## src/rtl/seg_readback.sv

```systemverilog
// seg_readback: samples four 7-segment digit buses and waits until all of
// them hold steady. It then decodes them to a 16-bit hex value. A stable
// pattern that contains a non-hex glyph is reported with a per-digit
// error mask.

// Per-digit glyph decoder: maps one segment pattern to a nibble plus a
// "recognised" flag.
module seg_digit_dec #(
  parameter int ACTIVE_LOW = 1
) (
  input  logic [6:0] seg,
  output logic [3:0] nib,
  output logic       ok
);
  logic [6:0] pat;

  // Normalise to lit=1 (gfedcba), then look the pattern up in the hex glyph table.
  always_comb begin
    pat = (ACTIVE_LOW != 0) ? ~seg : seg;
    nib = 4'h0;
    ok  = 1'b1;
    case (pat)
      7'h3F: nib = 4'h0;
      7'h06: nib = 4'h1;
      7'h5B: nib = 4'h2;
      7'h4F: nib = 4'h3;
      7'h66: nib = 4'h4;
      7'h6D: nib = 4'h5;
      7'h7D: nib = 4'h6;
      7'h07: nib = 4'h7;
      7'h7F: nib = 4'h8;
      7'h6F: nib = 4'h9;
      7'h77: nib = 4'hA;
      7'h7C: nib = 4'hB;
      7'h39: nib = 4'hC;
      7'h5E: nib = 4'hD;
      7'h79: nib = 4'hE;
      7'h71: nib = 4'hF;
      default: ok = 1'b0;
    endcase
  end
endmodule

module seg_readback #(
  parameter int STABLE_CYCLES = 4,  // 1..255 unchanged samples before reporting
  parameter int ACTIVE_LOW    = 1   // 1: segment lit when its bit is 0
) (
  input  logic        clk,
  input  logic        rst,
  input  logic [6:0]  seg0,
  input  logic [6:0]  seg1,
  input  logic [6:0]  seg2,
  input  logic [6:0]  seg3,
  output logic [15:0] value,
  output logic        value_valid,
  output logic        glyph_err,
  output logic [3:0]  err_digit,
  output logic        locked
);
  localparam int NUM_LANES = 4;
  // An all-unlit pattern is never a legal glyph, so it makes a safe reset sample.
  localparam logic [6:0] BLANK = (ACTIVE_LOW != 0) ? 7'h7F : 7'h00;
  localparam logic [7:0] CNT_LAST = 8'(STABLE_CYCLES - 1);

  typedef enum logic {SETTLE = 1'b0, LOCKED = 1'b1} state_t;

  state_t                          state;
  logic [7:0]                      cnt;
  logic [NUM_LANES-1:0][6:0]       seg_in;
  logic [NUM_LANES-1:0][6:0]       s_q;
  logic [NUM_LANES-1:0][3:0]       nib;
  logic [NUM_LANES-1:0]            ok;

  assign seg_in = {seg3, seg2, seg1, seg0};

  // The decoders look at the held sample, not the live inputs, so any
  // evaluation sees exactly the pattern that was counted as stable.
  for (genvar g = 0; g < NUM_LANES; g++) begin : g_lane
    seg_digit_dec #(.ACTIVE_LOW(ACTIVE_LOW)) u_dec (
      .seg (s_q[g]),
      .nib (nib[g]),
      .ok  (ok[g])
    );
  end

  // Stability tracker: restart on any change, and evaluate once after
  // STABLE_CYCLES unchanged samples.
  always_ff @(posedge clk) begin
    if (rst) begin
      state       <= SETTLE;
      cnt         <= 8'd0;
      s_q         <= {NUM_LANES{BLANK}};
      value       <= 16'h0000;
      value_valid <= 1'b0;
      glyph_err   <= 1'b0;
      err_digit   <= 4'h0;
      locked      <= 1'b0;
    end else begin
      value_valid <= 1'b0;
      glyph_err   <= 1'b0;
      if (seg_in != s_q) begin
        s_q    <= seg_in;
        cnt    <= 8'd0;
        state  <= SETTLE;
        locked <= 1'b0;
      end else if (state == SETTLE && cnt == CNT_LAST) begin
        state  <= LOCKED;
        locked <= 1'b1;
        if (&ok) begin
          value       <= nib;
          value_valid <= 1'b1;
          err_digit   <= 4'h0;
        end else begin
          glyph_err <= 1'b1;
          err_digit <= ~ok;
        end
      end else if (state == SETTLE && cnt != 8'hFF) begin
        cnt <= cnt + 8'd1;
      end
    end
  end
endmodule

```

## config.mk

```make
export PLATFORM = sky130hd
export DESIGN_NAME = seg_readback
export DESIGN_NICKNAME = d
export VERILOG_FILES = /design/src/rtl/seg_readback.sv
export SDC_FILE = /design/constraint.sdc
export NUM_CORES = 1
export LEC_CHECK = 0
export CORE_MARGIN = 2
export CORE_UTILIZATION = 45
export DETAILED_ROUTE_END_ITERATION = 6
export PLACE_DENSITY = 0.69
export SKIP_LAST_GASP = 1
export SLEW_MARGIN = 20
export SYNTH_ARGS = -nofsm -noshare
export SYNTH_HDL_FRONTEND = slang
export SYNTH_SLANG_ARGS = --single-unit
```

## constraint.sdc

```tcl
create_clock -name clk -period 2.3 [get_ports clk]
set_input_delay 0.23 -clock clk [delete_from_list [all_inputs] [get_ports clk]]
set_output_delay 0.23 -clock clk [all_outputs]
set_load 0.05 [all_outputs]
```

---- After elaboration in Yosys (flattened, before gate mapping) ----
Index checks and enable logic that the tools add are counted.
storage, ports and cells
  flip-flop bits (word level) ............. 59
  ROM bits ................................ 0
  latch bits .............................. 0
  memories ................................ 0
  RAM bits ................................ 0
cells by class
  multiply operators ...................... 0
  reductions and logical operators ........ 12
  eq/ne operators ......................... 67
  shift operators ......................... 0
  bitwise operators ....................... 8
  divide/modulo/power cells ............... 0
  muxes and demuxes ....................... 11
  $add $sub $neg .......................... 1
  order comparisons ....................... 0
operators by type and width
  operator             count
  $eq 7x7->1 const B   48
  $pmux 4 s15          4
  $reduce_or 16->1     4
  $eq 7x3->1 const B   8
  $eq 7x6->1 const B   8
  $ne 28x28->1         1
  $not 7->7            4
  $add 8x1->8 const B  1
  $eq 8x2->1 const B   1
  $ne 8x8->1 const B   1
  $mux 1               6
  $reduce_and 6->1     1
  $mux 4               1
  $not 4->4            1
  $reduce_and 2->1     2
  $reduce_and 4->1     1
  $not 1->1            3
  $reduce_or 3->1      1
  $logic_and 1x1->1    2
  $reduce_or 2->1      1

---- Logic depth before layout (Yosys ltp) ----
Gate-level depths: netlist of the first run.
  depth after elaboration ................. 6
  gate-level depth with buffers ........... 9
  depth with buffers taken out ............ 7

---- By module ----
Synthesis of the first run repeated with hierarchy kept, for this count alone.
unflattened totals
  cell total of the unflattened synthesis .. 445
  area total of the unflattened synthesis .. 3991.3 µm²
modules (own cells, without submodules)
  module         area each (µm²)  cells an instance  times used
  seg_readback   2409.8           241                1
  seg_digit_dec  395.4            51                 4

---- Worst setup path after synthesis of the first run ----
No wires, ideal clock.
  kind .................................... reg2reg
  from .................................... register s_q[16] in the netlist's numbering
  to ...................................... register value[6]
  arrival ................................. 2.281 ns
  library setup time ...................... 0.121 ns
  stages on the path, launching flop included .. 9
  slack ................................... -0.102 ns
  buffers on the path ..................... 2
  required time ........................... 2.179 ns
  cells stage by stage .................... dfxtp_1 -> buf_4 -> nor4bb_1 -> a32o_1 -> or4_4 -> o32a_4 -> nand4b_4 -> buf_12 -> mux2_4
on the way
  word-level cells in the longest chain between the ends .. 5
ends and longest elaborated chain
  what                                   RTL line  RTL
  from (decl)                            70        logic [NUM_LANES-1:0][6:0] s_q;
  from (signal assigned)                 92        s_q <= {NUM_LANES{BLANK}};
  from (signal assigned)                 102       s_q <= seg_in;
  $not 7->7                              19        pat = (ACTIVE_LOW != 0) ? ~seg : seg;
  $eq 7x6->1 (tied with other cells)     22        case (pat)
  $reduce_or 16->1 (no source line)      -
  $mux 1                                 22
  $reduce_and 6->1 (no source line) (*)  -
  to (signal assigned)                   110       value <= nib;
  to (decl)                              54        output logic [15:0] value,
Every way passes the cells marked *; elsewhere a longest branch is shown, timed or not.
A chain may end at the register's enable or synchronous reset.

---- Final worst setup path of the first run ----
  from .................................... register s_q[19] in the netlist's numbering
  to ...................................... register value[15]
The elaborated chain is that of the path after synthesis.

==> results.cfg, run 1 <==
[final_layout]
stdcell_count = 633
layout-drive-gt1-share_pct = 28.0
num-nets-final = 556
antenna_cells_inserted = 0
final_util_pct = 61.2
syn_to_final_growth_pct = 32.7
stdcell_area_um2 = 5000

[sta]
finalSetupViolCount = 0
hold_viol = 0
clock_skew_ps = 14.2
drv_slew = 0
rsz0062_at_grt = true
max_freq_ghz = 0.440
setup-tns-final_ps = 0
worstMarginPinSlew_ps = 527
period_needed_ps = 2270
fin_crit_sh_pct = 98.8
max-slew-margin-rel_pct = 64.9

[power]
p_leak_nw = 1.97
power_density_nw_per_um2 = 488
total_power_mw = 2.44
ir_drop_mv = 0.273

[worst_setup_path]
crit_required_ps = 2520
worst-r2r-setup-slack_ps = 30
crit_slowest_cell = or4_4
slowest_delay_ps = 530
r2r_start = s_q[19]
r2r_cells = 6
r2r-end = value[15]
worstSetupStartpoint = s_q[19]
arrival_ps = 2490
crit_path_end = value[15]
path_cells = nor3b_1 > nor4bb_2 > or4_4 > o32a_4 > nand4b_4 > mux2_2
crit_fanout = 7
crit_type = register to register
start_kind = register
end_kind = register

[grt]
grt.total_usage_pct = 22.3
grt-ovfl-total = 0
grt_pass1_vias = 3261
grt_pass1_wl_um = 15900
antenna_found_initial = 0
grt_max_degree = 33

[synth]
ys_seq_elements = 59
synth_fp_nets = 472
synth.most_common_cell = dfxtp_1
synth_top_cell_by_area = dfxtp_1
synth_edf_count = 0
synth_area_um2 = 3770
yosysSeqAreaShare_pct = 31.4
synth_cell_types = 67
netlist_instances = 441
synth_top_cell_area_share_pct = 31.4
avgSynthCellArea_um2 = 8.54
ys.flop_type = dfxtp_1
ys.warnings.count = 0
async_reset_ff_share_pct = 0
synth.area.top_cells = dfxtp_1, xor2_1, or2_2
synth_commonest_cells = dfxtp_1, nor2_1, xor2_1

[route]
vias_per_cell = 5.58
routed_wl_um = 9780
num_vias = 3533
drt.antenna.violating_nets = 0
firstDrtPassIters = 5
drt_iter0_drc = 110
drt_drc_violations_left = 0
wire_per_inst_um = 15.5

[clocking]
cts_buffers = 9
cts_tree = done
clkTransAtPathRegs_ps = 70
h-tree-depth = 3
cts_sinks = 59
clockBufferDepth = 2
cts_root_buf = clkbuf_8
cts_hold_buf = 0
insertion_delay_ps = 340

[run]
maxCapViolCount = 0

[floorplan]
initial_core_util_pct = 46.1
ios = 53
die_h_um = 95.5
std_cell_rows = 33
die_w_um = 95.5
die-area_um2 = 9120
core_region_area_um2 = 8180

[placement]
gp_congestion = 0.876
placed_cells = 617
dp_hpwl_um = 7220
portBuffers = 52
placed_cell_area_um2 = 4650

[min_path]
hold_path.class = primary input to register
hp-start = rst

[outcome]
status = finished, final reports clean
-- worst max-delay path: cells and delay by family, from the launching register on --
| family | cells | cell delay (ps) |
|---|---|---|
| AOI/OAI and AO/OA | 1 | 360 |
| and+or+nand+nor | 4 | 1070 |
| muxes | 1 | 360 |
| DFF | 1 | 370 |
-- state kept, by name, summed over array words and instances, names as in the netlist --
name / cells
s_q: 28
value: 16
cnt: 8
err_digit: 4
glyph_err: 1
state: 1
value_valid: 1
-- per-stage QoR --
stage	setup slack [ps]	hold WS, ps
after floorplan	24.8	337
after global placement	-210	467
after detailed placement	-260	476
after CTS	4.99	350
after global routing	-30.9	389
final	27.2	357
-- cells by family (layout without fill, tap and decap cells) --
logic type,count (synthesis),after routing,share of synthesized area [%]
and+or+nand+nor,204,205,33.1
AOI/OAI and AO/OA,72,72,13.8
DFF,59,59,31.4
buffers and inverters,47,133,6.48
xor gates and xnor gates,37,37,8.60
muxes,21,21,6.24
adders and majority gates,1,1,0.332
-- per-layer routing --
layer / share of wire [%] / wire (µm) / vias to the layer above / GRT usage, %
met5: 0 / 0 / - / 0
met4: 1.2 / 119 / 0 / 6.79
met3: 4.7 / 464 / 10 / 4.90
met2: 48 / 4690 / 89 / 36.4
met1: 46 / 4510 / 1684 / 29.5
li1: - / - / 1750 / -
-- what timing repair did --
item	4_1_cts	5_1_grt
setup endpoints to repair	17	19
gates cloned	1	0
gates resized for setup	14	19
pin swaps	2	6
buffers inserted	1	1
-- worst min-delay path by stage --
stage / end / slack (ps) / cells past startpoint
after floorplan: s_q[0] / 340 / 1
after global placement: value[8] / 470 / 2
after detailed placement: value[13] / 480 / 2
after CTS: err_digit[1] / 350 / 2
after global routing: err_digit[1] / 390 / 2
final: err_digit[1] / 360 / 2
-- placed cells by master (no fill, tap or decap), types with 5 or more instances in the layout --
cell type	instances
or3b_2	5
a21oi_1	17
nand3_1	7
clkbuf_8	12
a211oi_1	5
dfxtp_2	9
mux2_2	8
xor2_1	35
dfxtp_1	47
o21ai_0	8
inv_1	9
nor4_1	9
mux2i_1	10
nand2b_1	13
nor2b_1	12
nor3_1	9
nor4b_1	5
or2_2	31
buf_4	53
a2111oi_0	5
nor3b_1	6
and3b_1	5
nand4_1	10
a31oi_1	5
nand2_1	17
nor2_1	37
clkdlybuf4s50_1	51
-- layout make-up --
| class | count | area [µm²] |
|---|---|---|
| Multi-Input combinational cell | 336 | 2450 |
| Inverter | 9 | 33.8 |
| Fill cell | 721 | 3170 |
| Clock inverter | 2 | 35.0 |
| Clock buffer | 12 | 165 |
| Timing Repair Buffer | 110 | 978 |
| Sequential cell | 59 | 1200 |
| Tap cell | 105 | 131 |
-- report_power, final --
group	internal [mW]	total, mW	switching, mW
logic	0.187	0.358	0.171
registers	1.05	1.09	0.0434
clock network	0.576	0.991	0.415
total	1.81	2.44	0.629
Power figures use the tool's default switching activity.
==> inputs of run 2 (changes only) <==
--- a/config.mk
+++ b/config.mk
@@ -5,10 +5,12 @@
 export SDC_FILE = /design/constraint.sdc
 export NUM_CORES = 1
 export LEC_CHECK = 0
+export ABC_AREA = 1
 export CORE_MARGIN = 2
 export CORE_UTILIZATION = 45
 export DETAILED_ROUTE_END_ITERATION = 6
-export PLACE_DENSITY = 0.69
+export HOLD_SLACK_MARGIN = 0.12
+export PLACE_DENSITY = 0.7
 export SKIP_LAST_GASP = 1
 export SLEW_MARGIN = 20
 export SYNTH_ARGS = -nofsm -noshare
==> run 2 against run 1 <==
Sequential share of layout area up 2.3 points. Clock power up 27%. Critical path depth up 2. Flip-flop and latch count unchanged. Critical path type unchanged. Largest cell class unchanged. Largest power group is now clock.
==> results.cfg, run 2 <==
[sta]
finalSetupViolCount = 0
rsz0062_at_grt = false
max-slew-margin-rel_pct = 66.6
period_needed_ps = 2020
worstMarginPinSlew_ps = 500
drv_slew = 0
clock_skew_ps = 8.24
hold_viol = 0
max_freq_ghz = 0.494
setup-tns-final_ps = 0
fin_crit_sh_pct = 88.0

[final_layout]
layout-drive-gt1-share_pct = 9.46
fillers = 763
largest_register = s_q
register_area_um2 = 1180
layout_commonest_cell = nand2_1
num-nets-final = 671
multi_input_area_um2 = 2080
stdcell_count = 747
largest_reg_flops = 28
antenna_cells_inserted = 0
syn_to_final_growth_pct = 24.7
reg.largest.list = s_q (28), value (16), cnt (8)
layout_common_cells = nand2_1, nor2_1, dfxtp_1

[floorplan]
initial_core_util_pct = 46.5
core_region_area_um2 = 7730
ios = 53
die-area_um2 = 8710
std_cell_rows = 32
die_w_um = 93.3
die_h_um = 93.3

[synth]
ys_seq_elements = 59
synthMuxAreaShare_pct = 0
synthSimpleGateAreaFrac_pct = 47.3
synth_area_um2 = 3590
synth_commonest_cells = nand2_1, nor2_1, dfxtp_1
synth_edf_count = 0
synth_cell_types = 33
synth_fp_nets = 615
synth_top_cell_by_area = dfxtp_1
synth_top_family_by_area = simple AND/OR/NAND/NOR gates
synth_top_cell_area_share_pct = 32.9
synth_xor_area_share_pct = 4.39
synth_fa_ha_area_share_pct = 0.348
avgSynthCellArea_um2 = 6.15
synth.area.top_cells = dfxtp_1, nand2_1, nor2_1
async_reset_ff_share_pct = 0
netlist_instances = 584
ys.flop_type = dfxtp_1
ys.warnings.count = 0
yosysSeqAreaShare_pct = 32.9
synth.most_common_cell = nand2_1
synth_compound_area_share_pct = 5.96

[min_path]
hold_depth = 2
hold_path.class = register to register
hp-start = err_digit[3]
holdPathEnd = err_digit[3]

[power]
ir_drop_mv = 0.305
p_leak_nw = 2.08
power_density_nw_per_um2 = 578

[worst_setup_path]
r2r-end = cnt[3]
arrival_ps = 2310
r2r_start = cnt[1]
end_kind = register
worst-r2r-setup-slack_ps = 280
crit_required_ps = 2590
r2r_cells = 8
crit_fanout = 9
crit_type = register to register
start_kind = register

[grt]
grt_pass1_vias = 3302
antenna_found_initial = 0
grt-ovfl-total = 0
grt_pass1_wl_um = 15400
grt_max_degree = 37
grt.total_usage_pct = 22.3

[route]
num_vias = 3716
drt_drc_violations_left = 0
wire_per_inst_um = 12.2
firstDrtPassIters = 5
routed_wl_um = 9090
drt_iter0_drc = 242
drt.antenna.violating_nets = 0
vias_per_cell = 4.97

[clocking]
h-tree-depth = 3
clockBufferDepth = 2
cts_buffers = 9
clkTransAtPathRegs_ps = 70
cts_resized = 0
cts_tree = done
cts_hold_buf = 0
post_cts_buffers = 0
insertion_delay_ps = 340
cts_sinks = 59
cts_root_buf = clkbuf_8

[placement]
dp_hpwl_um = 7170
gp_congestion = 0.912
portBuffers = 52
placed_cells = 731

[outcome]
status = finished, final reports clean

[run]
maxCapViolCount = 0
==> run 2: worst max-delay path: stages (launching register included) <==
cell     delay [ps]
dfxtp_1         380
ha_1            230
inv_1            90
nor4_2          320
nand3_1         280
nand2_1         330
nor2_1           90
a21oi_1         130
o21a_1          130
==> run 2: per-stage QoR <==
stage | hold slack [ps] | total power, mW | worst slack [ps] | util, % | instance area [µm²]
2_1_floorplan | 323 | 1.25 | 528 | - | 3590
5_1_grt | 471 | 2.70 | 51.2 | 58.0 | 4480
6_report | 448 | 2.59 | 277 | 58.0 | 4480
3_3_place_gp | 434 | 1.35 | 187 | 54.6 | 4220
4_1_cts | 454 | 2.61 | 279 | 58.0 | 4480
3_5_place_dp | 442 | 1.35 | 169 | 54.6 | 4220
==> run 2: cells by family after synthesis <==
kind of cell | Yosys count
flip-flops | 59
buffers and inverters | 78
XOR/XNOR | 18
AND/OR/NAND/NOR | 388
adder cells (fa/ha/maj) | 1
AO/OA/AOI/OAI | 40
==> run 2: cell type report <==
class                   instances  area share, %
multi-input cells             447           46.5
flip-flops and latches         59           26.4
repair buffers                 59           13.1
inverters                      64           5.36
clock inverters                 7           3.13
well taps                     102           2.85
clock buffers                   9           2.76
==> run 2: metal layers <==
metal	global-route usage, %	vias to the layer above	routed length [µm]
met5	0	-	0
met2	35.5	102	4060
met4	8.09	0	201
li1	-	1972	-
met3	3.46	17	366
met1	30.5	1625	4460
==> run 2: worst max path at each step <==
| stage | from | to | slack, ps |
|---|---|---|---|
| global route | cnt[0] | cnt[3] | 50 |
| detailed placement | seg0[0] | cnt[3] | 170 |
| finish | cnt[1] | cnt[3] | 280 |
| CTS | cnt[1] | cnt[3] | 280 |
| global placement | seg0[0] | cnt[3] | 190 |
| floorplan | state | value[5] | 530 |
==> run 2: where the power goes <==
| group | leakage (nW) | switching, mW | internal, mW |
|---|---|---|---|
| Combinational | 1.47 | 0.130 | 0.110 |
| Sequential | 0.484 | 0.0405 | 1.05 |
| Clock | 0.125 | 0.433 | 0.827 |
